`src/rtl/regfile_wr_arbiter_if.sv`:
```
// regfile_wr_arbiter_if: A/B write requests, decode pending-hit lookups and the registered regfile write port
interface regfile_wr_arbiter_if;
  logic        a_we;
  logic [4:0]  a_wa;
  logic [31:0] a_wd;
  logic        b_valid;
  logic        b_ready;
  logic [4:0]  b_wa;
  logic [31:0] b_wd;
  logic        stall_req;
  logic [4:0]  ra1;
  logic [4:0]  ra2;
  logic        pend_hit1;
  logic        pend_hit2;
  logic        we3;
  logic [4:0]  wa3;
  logic [31:0] wd3;
  modport master (
    output a_we, a_wa, a_wd, b_valid, b_wa, b_wd, ra1, ra2,
    input  b_ready, stall_req, pend_hit1, pend_hit2, we3, wa3, wd3
  );
  modport slave (
    input  a_we, a_wa, a_wd, b_valid, b_wa, b_wd, ra1, ra2,
    output b_ready, stall_req, pend_hit1, pend_hit2, we3, wa3, wd3
  );
endinterface

```
`src/rtl/regfile_wr_arbiter.sv`:
```
// regfile_wr_arbiter: A-priority share of the regfile write port with a squashing B FIFO and starvation stall; REGFILE_ARB_STAT_EN adds stat_stall/stat_squash
module regfile_wr_arbiter #(
  parameter int DEPTH = 2,
  parameter int STARVE_LIMIT = 8
) (
  input logic clk,
  input logic rst,
  regfile_wr_arbiter_if.slave bus
`ifdef REGFILE_ARB_STAT_EN
  ,
  output logic [31:0] stat_stall,
  output logic [31:0] stat_squash
`endif
);
  localparam int PW = DEPTH > 1 ? $clog2(DEPTH) : 1;
  localparam int CW = $clog2(DEPTH + 1);
  localparam logic [7:0] LIM = 8'(STARVE_LIMIT);
  logic [DEPTH-1:0] valid, kill;
  logic [4:0] fwa [DEPTH];
  logic [31:0] fwd [DEPTH];
  logic [PW-1:0] head, tail;
  logic [CW-1:0] count;
  logic [7:0] starve;
  logic src_b, a_req, b_beat, same, enq, hv, pop, issue, h1, h2;

  function automatic logic [PW-1:0] nxt(input logic [PW-1:0] p);
    return p == PW'(DEPTH - 1) ? '0 : p + PW'(1);
  endfunction

  assign bus.b_ready = count < CW'(DEPTH);

  always_comb begin
    a_req = bus.a_we && bus.a_wa != 5'd0;
    b_beat = bus.b_valid && bus.b_ready;
    same = b_beat && a_req && bus.b_wa == bus.a_wa;
    enq = b_beat && bus.b_wa != 5'd0 && !same;
    hv = count != '0 && valid[head];
    issue = hv && !a_req;
    pop = count != '0 && (!valid[head] || !a_req);
    for (int i = 0; i < DEPTH; i++) kill[i] = a_req && valid[i] && fwa[i] == bus.a_wa;
  end

  always_comb begin
    h1 = bus.we3 && src_b && bus.wa3 == bus.ra1;
    h2 = bus.we3 && src_b && bus.wa3 == bus.ra2;
    for (int i = 0; i < DEPTH; i++) begin
      h1 = h1 || (valid[i] && fwa[i] == bus.ra1);
      h2 = h2 || (valid[i] && fwa[i] == bus.ra2);
    end
    bus.pend_hit1 = bus.ra1 != 5'd0 && h1;
    bus.pend_hit2 = bus.ra2 != 5'd0 && h2;
  end

  always_ff @(posedge clk) begin
    if (enq) begin
      fwa[tail] <= bus.b_wa;
      fwd[tail] <= bus.b_wd;
    end
  end

  always_ff @(posedge clk) begin
    if (rst) begin
      valid <= '0;
      head <= '0;
      tail <= '0;
      count <= '0;
      starve <= '0;
      src_b <= 1'b0;
      bus.stall_req <= 1'b0;
      bus.we3 <= 1'b0;
      bus.wa3 <= '0;
      bus.wd3 <= '0;
    end else begin
      for (int i = 0; i < DEPTH; i++)
        valid[i] <= (enq && PW'(i) == tail) ? 1'b1 : valid[i] && !kill[i] && !(pop && PW'(i) == head);
      if (pop) head <= nxt(head);
      if (enq) tail <= nxt(tail);
      count <= count + CW'(enq) - CW'(pop);
      starve <= (hv && !issue) ? (starve >= LIM ? starve : starve + 8'd1) : '0;
      bus.stall_req <= hv && !issue && (bus.stall_req || starve >= LIM);
      bus.we3 <= a_req || issue;
      src_b <= issue;
      if (a_req) begin
        bus.wa3 <= bus.a_wa;
        bus.wd3 <= bus.a_wd;
      end else if (issue) begin
        bus.wa3 <= fwa[head];
        bus.wd3 <= fwd[head];
      end
    end
  end

`ifdef REGFILE_ARB_STAT_EN
  logic [31:0] sq_inc;
  logic [32:0] st_sum, sq_sum;
  always_comb begin
    sq_inc = 32'(same);
    for (int i = 0; i < DEPTH; i++) sq_inc = sq_inc + 32'(kill[i]);
    st_sum = {1'b0, stat_stall} + 33'(bus.stall_req);
    sq_sum = {1'b0, stat_squash} + {1'b0, sq_inc};
  end
  always_ff @(posedge clk) begin
    if (rst) begin
      stat_stall <= '0;
      stat_squash <= '0;
    end else begin
      stat_stall <= st_sum[32] ? '1 : st_sum[31:0];
      stat_squash <= sq_sum[32] ? '1 : sq_sum[31:0];
    end
  end
`endif
endmodule

```
`src/flat_wrapper.sv`:
```
// flat-port wrapper written by rule: the top's interface ports become plain ports
module regfile_wr_arbiter_flat 
#(
  parameter int DEPTH = 2,
  parameter int STARVE_LIMIT = 8
)
  (clk, rst, bus_a_we, bus_a_wa, bus_a_wd, bus_b_valid, bus_b_wa, bus_b_wd, bus_ra1, bus_ra2, bus_b_ready, bus_stall_req, bus_pend_hit1, bus_pend_hit2, bus_we3, bus_wa3, bus_wd3);
  regfile_wr_arbiter_if bus_i ();
  input logic clk;
  input logic rst;
  input wire logic [$bits(bus_i.a_we)-1:0] bus_a_we;
  input wire logic [$bits(bus_i.a_wa)-1:0] bus_a_wa;
  input wire logic [$bits(bus_i.a_wd)-1:0] bus_a_wd;
  input wire logic [$bits(bus_i.b_valid)-1:0] bus_b_valid;
  input wire logic [$bits(bus_i.b_wa)-1:0] bus_b_wa;
  input wire logic [$bits(bus_i.b_wd)-1:0] bus_b_wd;
  input wire logic [$bits(bus_i.ra1)-1:0] bus_ra1;
  input wire logic [$bits(bus_i.ra2)-1:0] bus_ra2;
  output wire logic [$bits(bus_i.b_ready)-1:0] bus_b_ready;
  output wire logic [$bits(bus_i.stall_req)-1:0] bus_stall_req;
  output wire logic [$bits(bus_i.pend_hit1)-1:0] bus_pend_hit1;
  output wire logic [$bits(bus_i.pend_hit2)-1:0] bus_pend_hit2;
  output wire logic [$bits(bus_i.we3)-1:0] bus_we3;
  output wire logic [$bits(bus_i.wa3)-1:0] bus_wa3;
  output wire logic [$bits(bus_i.wd3)-1:0] bus_wd3;
  assign bus_i.a_we = bus_a_we;
  assign bus_i.a_wa = bus_a_wa;
  assign bus_i.a_wd = bus_a_wd;
  assign bus_i.b_valid = bus_b_valid;
  assign bus_i.b_wa = bus_b_wa;
  assign bus_i.b_wd = bus_b_wd;
  assign bus_i.ra1 = bus_ra1;
  assign bus_i.ra2 = bus_ra2;
  assign bus_b_ready = bus_i.b_ready;
  assign bus_stall_req = bus_i.stall_req;
  assign bus_pend_hit1 = bus_i.pend_hit1;
  assign bus_pend_hit2 = bus_i.pend_hit2;
  assign bus_we3 = bus_i.we3;
  assign bus_wa3 = bus_i.wa3;
  assign bus_wd3 = bus_i.wd3;
  regfile_wr_arbiter #(.DEPTH(DEPTH), .STARVE_LIMIT(STARVE_LIMIT)) u_core (.clk(clk), .rst(rst), .bus(bus_i));
endmodule
```
`config.mk`:
```
export PLATFORM = sky130hd
export DESIGN_NAME = regfile_wr_arbiter_flat
export DESIGN_NICKNAME = d
export VERILOG_FILES = /design/src/rtl/regfile_wr_arbiter_if.sv /design/src/rtl/regfile_wr_arbiter.sv /design/src/flat_wrapper.sv
export SDC_FILE = /design/constraint.sdc
export NUM_CORES = 1
export LEC_CHECK = 0
export CORE_MARGIN = 4
export CORE_UTILIZATION = 54
export DETAILED_ROUTE_END_ITERATION = 10
export GPL_TIMING_DRIVEN = 0
export PLACE_DENSITY = 0.9
export SLEW_MARGIN = 20
export SYNTH_ARGS = -nofsm -noshare
export SYNTH_HDL_FRONTEND = slang
export SYNTH_SLANG_ARGS = --single-unit
```
`constraint.sdc`:
```
create_clock -name clk -period 4.9 [get_ports clk]
set_input_delay 0.98 -clock clk [delete_from_list [all_inputs] [get_ports clk]]
set_output_delay 0.98 -clock clk [all_outputs]
set_load 0.02 [all_outputs]
```
==> results of run 1 <==
-- cell usage in the layout (no fill, tap or decap), drive strengths merged --
cell type,Yosys,layout
a31oi,1,1
o211ai,38,38
clkbuf,12,31
o21a,1,1
nor3,8,8
inv,4,10
nand2b,2,2
clkinvlp,0,3
a21oi,44,44
nor2,16,16
and2,5,5
ha,3,3
or3,1,1
edfxtp,74,74
bufinv,0,2
o21ai,4,4
a32oi,1,1
xor2,36,36
and3,2,2
buf,15,17
mux2,3,3
dfxtp,55,55
mux2i,38,38
o311ai,1,1
clkinv,0,2
nand2,76,76
nor4,6,6
clkdlybuf4s50,0,127
nand3,4,4
a41oi,1,1
or4,3,3
nor2b,2,2
nand3b,1,1
nand4,4,4
xnor2,12,12
-- power groups by stage --
stage / Clock, uW / Sequential, uW / Combinational, uW
after floorplan: 0 / 1290 / 165
after global placement: 0 / 1270 / 351
after detailed placement: 0 / 1270 / 370
after CTS: 1240 / 1250 / 375
after global routing: 1290 / 1250 / 401
final: 1230 / 1250 / 374
-- registers in the layout, summed over array words and instances, names as in the netlist, named ones only --
register / count
u_core.fwd: 64
u_core.bus.wd3: 32
u_core.fwa: 10
u_core.starve: 8
u_core.bus.wa3: 5
u_core.count: 2
u_core.valid: 2
u_core.bus.stall_req: 1
u_core.bus.we3: 1
u_core.head: 1
u_core.src_b: 1
u_core.tail: 1
-- area by class of cell --
cell class / count / area (sq um)
Clock inverter: 13 / 153
Buffer: 27 / 124
Sequential cell: 129 / 3320
Clock buffer: 19 / 422
Multi-Input combinational cell: 313 / 2030
Timing Repair Buffer: 129 / 1310
Tap cell: 133 / 166
Inverter: 4 / 15.0
Fill cell: 642 / 2280
-- cells by family after synthesis --
kind of cell	count (synthesis)
buf+inv	31
xor+xnor	48
flops	129
mux	41
simple gates	130
compound gates	91
fa+ha+maj	3
-- final timing paths --
| check | from | endpoint | slack [ps] | cells after the start |
|---|---|---|---|---|
| worst min register to register | u_core.starve[6]$_SDFFE_PP0N_ | u_core.starve[6]$_SDFFE_PP0N_ | 450 | 1 |
| worst max-delay path | bus_ra1[0] | bus_pend_hit1 | 850 | 7 |
| worst min-delay path | u_core.starve[6]$_SDFFE_PP0N_ | u_core.starve[6]$_SDFFE_PP0N_ | 450 | 1 |
| worst max register to register | u_core.valid[1]$_SDFF_PP0_ | u_core.bus.wd3[27]$_SDFFE_PP0P_ | 2920 | 7 |
-- routing by layer --
| layer | part of all wire, % | global-route usage (%) | vias to the layer above | wire [um] |
|---|---|---|---|---|
| li1 | - | - | 2011 | - |
| met1 | 40 | 30.5 | 2087 | 5820 |
| met2 | 52 | 44.9 | 223 | 7600 |
| met3 | 7.0 | 5.57 | 28 | 1020 |
| met4 | 1.6 | 8.39 | 0 | 230 |
| met5 | 0 | 0 | - | 0 |
-- Yosys cell counts (all sizes together), types with 5 or more instances --
master,n,area share (%)
xor2,36,5.7
nor2,16,1.1
nor4,6,0.68
xnor2,12,1.9
dfxtp,55,20
clkbuf,12,0.82
buf,15,1.4
and2,5,0.57
nand2,76,5.2
mux2i,38,6.9
a21oi,44,4.1
edfxtp,74,40
o211ai,38,5.2
nor3,8,0.73
-- through the flow --
stage	worst slack (ps)	total power (uW)	utilization [%]
after floorplan	1630	1450	-
final	846	2850	76.8
after CTS	835	2860	76.8
after global placement	442	1620	70.6
after global routing	697	2940	76.8
after detailed placement	843	1640	71.0
-- worst register-to-register path, cell delays in order, from the launching register on --
cell and delay (ps):
dfxtp_1 450, mux2i_1 160, nor2_1 150, buf_2 260, buf_1 440, nand2_1 110
o211ai_1 140, a21oi_1 110
==> flow_summary.json, run 1 <==
{
  "status": "finished clean",
  "via_per_inst": 5.67,
  "period_share_pct": 82.7,
  "synth_top_family_by_area": "compound AO/OA/AOI/OAI gates",
  "die_w_um": 109,
  "antenna_found_initial": 0,
  "synth-main-ff-cell": "edfxtp_1",
  "clock_sinks": 129,
  "die_y_um": 109,
  "clk-insertion-delay-late_ps": 520,
  "drive_gt1_share_pct": 8.20,
  "syn_avg_cell_area_sq_um": 11.6,
  "ys_ff_latch": 129,
  "coreArea_sq_mm": 0.00982,
  "period_needed_ps": 4050,
  "synth_compound_area_share_pct": 10.6,
  "rsz0062_at_grt": "no",
  "min_path_type": "flop to flop",
  "drc": 0,
  "die-area_sq_mm": 0.0118,
  "synth_cell_types": 38,
  "hold_buffers": 0,
  "diodes": 0,
  "tightest_slew_ps": 651,
  "synth_fp_nets": 564,
  "swShare_pct": 25.4,
  "synth.mux.area_fraction_pct": 7.54,
  "cts-htree-levels": 4,
  "powerDensity_mw_per_mm2": 378,
  "route.vias.total": 4349,
  "cts.clk_slew.worst_paths_ps": 60,
  "fin_cells": 767,
  "std_cell_rows": 36,
  "dp.cells": 735,
  "io_pins": 130,
  "ys_warn_count": 0,
  "endpoint_kind": "output port",
  "start_util_pct": 55.9,
  "synth-edff-count": 74,
  "async_flop_share_pct": 0,
  "gp_congestion": 0.864,
  "relSlewSlack_pct": 56.6,
  "cts_root_buffer": "clkbuf_8",
  "p_clk_share_pct": 43.1,
  "required_ps": 3920,
  "p_leak_uw": 0.00261,
  "detail-route-antenna-nets": 0,
  "avgRoutedWirePerCell_um": 19.1,
  "drv_slew": 0,
  "pwr-share-seq_pct": 43.8,
  "yosysSeqAreaShare_pct": 60.5,
  "cap_violations": 0,
  "synthXorXnorAreaFrac_pct": 7.66,
  "post_dp_cell_area_sq_mm": 0.00697,
  "synth-simple-area-share_pct": 10.5,
  "hold_viol_final": 0,
  "crit_type": "input port to output port",
  "dp_hpwl_um": 10100,
  "power_switching_uw": 725,
  "setup_violations": 0,
  "final_nets": 712,
  "grt_overflow_total": 0,
  "max_freq_mhz": 247,
  "start_kind": "input port",
  "postSynthCellCount": 473,
  "portBuffers": 127,
  "path_cells": "clkdlybuf4s50_1, xor2_1, nor4_1, nand3_1, and3_1, a21oi_1, clkdlybuf4s50_1",
  "postRouteWirelength_um": 14700,
  "final_cell_area_sq_mm": 0.00754,
  "grt_max_degree": 28,
  "clock_skew_ps": 11.8,
  "first_pass_iters": 5,
  "worst_ep_arrival_time_ps": 3070,
  "grt_pass1_vias": 4654,
  "syn_area_sq_mm": 0.00549,
  "cts_setup_buffers": 0,
  "cp_slowest_stage_delay_ps": 620,
  "drt_iter0_markers": 278,
  "crit_family": "buffers and inverters",
  "tns_ps": 0,
  "clk_path_buf_depth": 2,
  "crit_top_cell": "clkdlybuf4s50_1",
  "grt_pass1_wl_um": 22900,
  "critPathBufInv": 2,
  "yosys.area_share.adder_pct": 0.684,
  "cts_tree": "built",
  "p_comb_share_pct": 13.1,
  "area_growth_pct": 37.4,
  "grt_usage_pct": 25.3,
  "p_int_uw": 2130,
  "post_cts_resized": 0,
  "cp_slowest_cell": "clkdlybuf4s50_1",
  "path_max_fanout": 4,
  "hold_slack_ps": 451,
  "numCtsBuffers": 17,
  "ir_drop_v": 0.000277
}
Power figures use the tool's default switching activity.
==> inputs of run 2 (changes only) <==
- CORE_UTILIZATION: 54 -> 50
- PLACE_DENSITY: 0.9 -> 0.84
- clock period: 4.9 -> 4.2 ns (I/O delays scaled with it)
==> run 2 against run 1 <==
Effect of this change:
- global-route usage decreased by 2.1 points
- power increased by 18%
- final cell count increased by 0.39%
- critical path type unchanged
- critical endpoint is now bus_pend_hit2
==> flow_summary.json, run 2 (synthesis gave the netlist of run 1 again) <==
{
  "p_int_uw": 2540,
  "gp_congestion": 0.886,
  "cp_slowest_cell": "clkdlybuf4s50_1",
  "clock_skew_ps": 8.57,
  "hold_start": "u_core.starve[5]$_SDFFE_PP0N_",
  "reg.largest.list": "u_core.fwd: 64 flops, u_core.bus.wd3: 32 flops, u_core.fwa: 10 flops",
  "crit_family": "buffers and inverters",
  "min_path_type": "flop to flop",
  "die_w_um": 113,
  "clk-insertion-delay-late_ps": 520,
  "tightest_slew_ps": 596,
  "grt_max_degree": 29,
  "max_freq_mhz": 262,
  "antenna_found_initial": 0,
  "first_pass_iters": 5,
  "diodes": 0,
  "fin_util_pct": 72.0,
  "grt_usage_pct": 23.2,
  "pwr-share-seq_pct": 43.2,
  "ir_drop_v": 0.000275,
  "critPathBufInv": 2,
  "postRouteWirelength_um": 14400,
  "cap_violations": 0,
  "via_per_inst": 5.54,
  "area_growth_pct": 37.9,
  "grt_pass1_vias": 4653,
  "portBuffers": 127,
  "critPathLaunch": "bus_ra2[4]",
  "die_y_um": 113,
  "required_ps": 3360,
  "power_switching_uw": 837,
  "worst_ep_arrival_time_ps": 2970,
  "cts_root_buffer": "clkbuf_8",
  "die-area_sq_mm": 0.0127,
  "endpoint_kind": "output port",
  "p_comb_share_pct": 12.9,
  "final_nets": 712,
  "rsz0062_at_grt": "no",
  "hold_buffers": 0,
  "layout_common_cells": "clkdlybuf4s50_1 (127), nand2_1 (76), edfxtp_1 (74), dfxtp_1 (55), a21oi_1 (43)",
  "path_cells": "clkdlybuf4s50_1, xor2_1, nor4_1, nand4_1, and3_1, a21oi_1, clkdlybuf4s50_1",
  "coreArea_sq_mm": 0.0105,
  "crit_top_cell": "clkdlybuf4s50_1",
  "drv_slew": 0,
  "start_util_pct": 52.2,
  "drive_gt1_share_pct": 8.36,
  "powerDensity_mw_per_mm2": 446,
  "crit_type": "input port to output port",
  "dp.cells": 738,
  "cp_slowest_stage_delay_ps": 620,
  "cts-htree-levels": 4,
  "avgRoutedWirePerCell_um": 18.7,
  "relSlewSlack_pct": 60.2,
  "reg2reg_from": "u_core.valid[1]$_SDFF_PP0_",
  "detail-route-antenna-nets": 0,
  "period_needed_ps": 3810,
  "start_kind": "input port",
  "hold_viol_final": 0,
  "grt_pass1_wl_um": 23300,
  "period_share_pct": 90.8,
  "route.vias.total": 4267,
  "path_max_fanout": 4,
  "status": "finished clean",
  "cts_setup_buffers": 0,
  "io_pins": 130,
  "numCtsBuffers": 17,
  "setup_violations": 0,
  "clock_sinks": 129,
  "top_register": "u_core.fwd",
  "dp_hpwl_um": 10200,
  "std_cell_rows": 37,
  "p_leak_uw": 0.00262,
  "clk_path_buf_depth": 2,
  "post_cts_resized": 0,
  "cts_tree": "built",
  "cts.clk_slew.worst_paths_ps": 60,
  "largest_reg_flops": 64,
  "fin_cells": 770,
  "drc": 0,
  "swShare_pct": 24.8,
  "grt_overflow_total": 0,
  "drt_iter0_markers": 275,
  "p_clk_share_pct": 44.0,
  "mostFrequentLayoutCell": "clkdlybuf4s50_1"
}
-- run 2: worst register-to-register path, delay by kind of cell, from the launching register on --
family,cells,cell delay [ps]
AO/OA/AOI/OAI,2,210
multiplexers,1,150
buffers and inverters,2,690
AND/OR/NAND/NOR,2,260
flip-flops,1,450
-- run 2: area by class of cell --
| class | count | area [sq um] |
|---|---|---|
| inverters | 4 | 15.0 |
| well taps | 136 | 170 |
| fillers | 722 | 2940 |
| flip-flops and latches | 129 | 3320 |
| plain buffers | 27 | 124 |
| clock inverters | 14 | 178 |
| multi-input cells | 313 | 2030 |
| repair buffers | 129 | 1310 |
| clock buffers | 18 | 418 |
-- run 2: per-stage QoR --
stage | setup TNS [ps] | hold slack, ps | total power [uW] | setup WS, ps | instance area, sq um
global placement | -7960 | 433 | 1890 | -186 | 6930
CTS | 0 | 460 | 3400 | 407 | 7570
global route | 0 | 492 | 3500 | 316 | 7570
floorplan | 0 | 420 | 1700 | 1070 | 5490
finish | 0 | 457 | 3380 | 388 | 7570
detailed placement | 0 | 441 | 1910 | 408 | 6970
-- run 2: layer usage --
metal	wire length (um)	GRT usage, %	part of all wire, %	up-vias
li1	-	-	-	2012
met1	5900	28.4	41	2059
met2	7130	38.7	50	177
met3	1160	7.33	8.1	19
met4	207	8.73	1.4	0
met5	0	0	0	-
-- run 2: worst paths after layout --
check	depth (start not counted)	end	slack, ps
max	7	bus_pend_hit2	390
min reg2reg	1	u_core.starve[5]$_SDFFE_PP0N_	460
min	1	u_core.starve[5]$_SDFFE_PP0N_	460
max reg2reg	7	u_core.bus.wd3[30]$_SDFFE_PP0P_	2300
-- run 2: power groups by stage --
| stage | sequential [uW] | combinational (uW) | clock, uW |
|---|---|---|---|
| after floorplan | 1500 | 193 | 0 |
| after global placement | 1480 | 412 | 0 |
| after detailed placement | 1480 | 430 | 0 |
| after CTS | 1460 | 436 | 1500 |
| after global routing | 1460 | 469 | 1560 |
| final | 1460 | 434 | 1490 |
==> inputs of run 3 (changes only) <==
- ABC_CLOCK_PERIOD_IN_PS: unset -> 4200
- CORE_MARGIN: 4 -> unset
==> run 3 against run 2 <==
Effect of this change:
- wire length shrank 6.6%
- die area shrank 10%
- first-iteration DRC count shrank 12%
- worst setup slack gained 43 ps
- design area is essentially flat
- critical path type unchanged
==> flow_summary.json, run 3 (synthesis gave the netlist of run 1 again) <==
{
  "numCtsBuffers": 17,
  "required_ps": 3360,
  "swShare_pct": 24.5,
  "power_uw": 3340,
  "p_comb_share_pct": 12.9,
  "status": "finished clean",
  "fin_cells": 770,
  "area_growth_pct": 37.8,
  "die_w_um": 107,
  "die_y_um": 107,
  "final_cell_area_sq_mm": 0.00757,
  "layout_common_cells": "clkdlybuf4s50_1 (127), nand2_1 (76), edfxtp_1 (74), dfxtp_1 (55), a21oi_1 (43)",
  "grt_max_degree": 30,
  "std_cell_rows": 37,
  "drive_gt1_share_pct": 8.20,
  "grt_pass1_vias": 4447,
  "mostFrequentLayoutCell": "clkdlybuf4s50_1",
  "grt_overflow_total": 0,
  "route.vias.total": 4253,
  "pwr-share-seq_pct": 43.6,
  "post_cts_resized": 0,
  "p_leak_uw": 0.00262,
  "grt_pass1_wl_um": 21400,
  "dp_hpwl_um": 9480,
  "portBuffers": 127,
  "n_fill_cell": 751,
  "clock_sinks": 129,
  "holdPathStages": 1,
  "cts_root_buffer": "clkbuf_8",
  "start_kind": "input port",
  "setup_violations": 0,
  "grt_usage_pct": 24.6,
  "p_clk_share_pct": 43.5,
  "cts.clk_slew.worst_paths_ps": 60,
  "via_per_inst": 5.52,
  "avgRoutedWirePerCell_um": 17.5,
  "cts-htree-levels": 4,
  "clk-insertion-delay-late_ps": 510,
  "top_register": "u_core.fwd",
  "path_max_fanout": 4,
  "tightest_slew_ps": 616,
  "endpoint_kind": "output port",
  "max_freq_mhz": 265,
  "io_pins": 130,
  "diodes": 0,
  "fin_util_pct": 72.3,
  "detail-route-antenna-nets": 0,
  "hold_slack_ps": 463,
  "reg2reg_setup_slack_ps": 2280,
  "period_share_pct": 89.7,
  "hold_viol_final": 0,
  "clock_skew_ps": 13.3,
  "worst_ep_arrival_time_ps": 2930,
  "final_nets": 712,
  "first_pass_iters": 4,
  "drc": 0,
  "hold_buffers": 0,
  "ir_drop_v": 0.000308,
  "reg.largest.list": "u_core.fwd: 64 flops, u_core.bus.wd3: 32 flops, u_core.fwa: 10 flops",
  "dp.cells": 738,
  "drv_slew": 0,
  "reg2reg_from": "u_core.valid[1]$_SDFF_PP0_",
  "die-area_sq_mm": 0.0114,
  "rsz0062_at_grt": "no",
  "min_to": "u_core.starve[5]$_SDFFE_PP0N_",
  "r2r-end": "u_core.bus.wd3[29]$_SDFFE_PP0P_",
  "antenna_found_initial": 0,
  "period_needed_ps": 3770,
  "cts_tree": "built",
  "post_dp_cell_area_sq_mm": 0.00697,
  "rr_worst_depth": 7,
  "postRouteWirelength_um": 13500,
  "start_util_pct": 52.5,
  "crit_type": "input port to output port",
  "hold_start": "u_core.starve[5]$_SDFFE_PP0N_",
  "p_int_uw": 2520,
  "clk_path_buf_depth": 2,
  "powerDensity_mw_per_mm2": 441,
  "cap_violations": 0,
  "largest_reg_flops": 64,
  "coreArea_sq_mm": 0.0105,
  "relSlewSlack_pct": 58.9,
  "min_path_type": "flop to flop",
  "gp_congestion": 0.909,
  "drt_iter0_markers": 241,
  "power_switching_uw": 816,
  "cts_setup_buffers": 0
}
==> run 3: changes by cell type in the layout (fill, tap and decap cells not counted) <==
cell and change:
clkinv_4 +1, clkbuf_1 +1, bufinv_16 -1, clkbuf_16 +1, clkinv_2 -2
==> run 3: worst max-delay path by stage <==
stage                                      end   startpoint  slack, ps
global route                     bus_pend_hit1   bus_ra1[0]        220
CTS                              bus_pend_hit1   bus_ra1[0]        410
detailed placement               bus_pend_hit1   bus_ra1[0]        420
floorplan           u_core.fwa[1][0]$_DFFE_PP_  bus_a_wa[4]       1070
finish                           bus_pend_hit1   bus_ra1[0]        430
global placement    u_core.fwd[1][0]$_DFFE_PP_  bus_a_wa[4]       -150
==> run 3: final cells by class <==
class                   instances  area [sq um]  share of cell area [%]
repair buffers                129          1310                    17.3
inverters                       4          15.0                   0.198
flip-flops and latches        129          3320                    43.9
well taps                     136           170                    2.25
clock inverters                12           146                    1.93
plain buffers                  27           124                    1.64
multi-input cells             313          2030                    26.8
clock buffers                  20           447                    5.90
==> run 3: metrics by stage <==
stage,setup WS (ps),TNS (ps)
final,432,0
after global routing,218,0
after CTS,413,0
after detailed placement,421,0
after global placement,-150,-5500
after floorplan,1070,0
==> run 3: per-layer routing <==
metal | track usage, % | up-vias | part of all wire [%]
met5 | 0 | - | 0
met4 | 9.20 | 0 | 0.99
met3 | 5.71 | 15 | 7.0
met2 | 43.7 | 167 | 51
met1 | 28.9 | 2060 | 41
li1 | - | 2011 | -
==> run 3: power by group through the flow <==
| stage | Sequential, uW | Clock [uW] | Combinational [uW] |
|---|---|---|---|
| 5_1_grt | 1460 | 1520 | 462 |
| 4_1_cts | 1460 | 1470 | 432 |
| 3_5_place_dp | 1480 | 0 | 428 |
| 3_3_place_gp | 1480 | 0 | 410 |
| 2_1_floorplan | 1500 | 0 | 193 |
| 6_report | 1460 | 1450 | 430 |
==> run 3: worst max-delay path, stage by stage <==
cell and delay (ps):
clkdlybuf4s50_1 530, xor2_1 190, nor4_1 340, nand3_1 120
and3_1 170, a21oi_1 120, clkdlybuf4s50_1 610
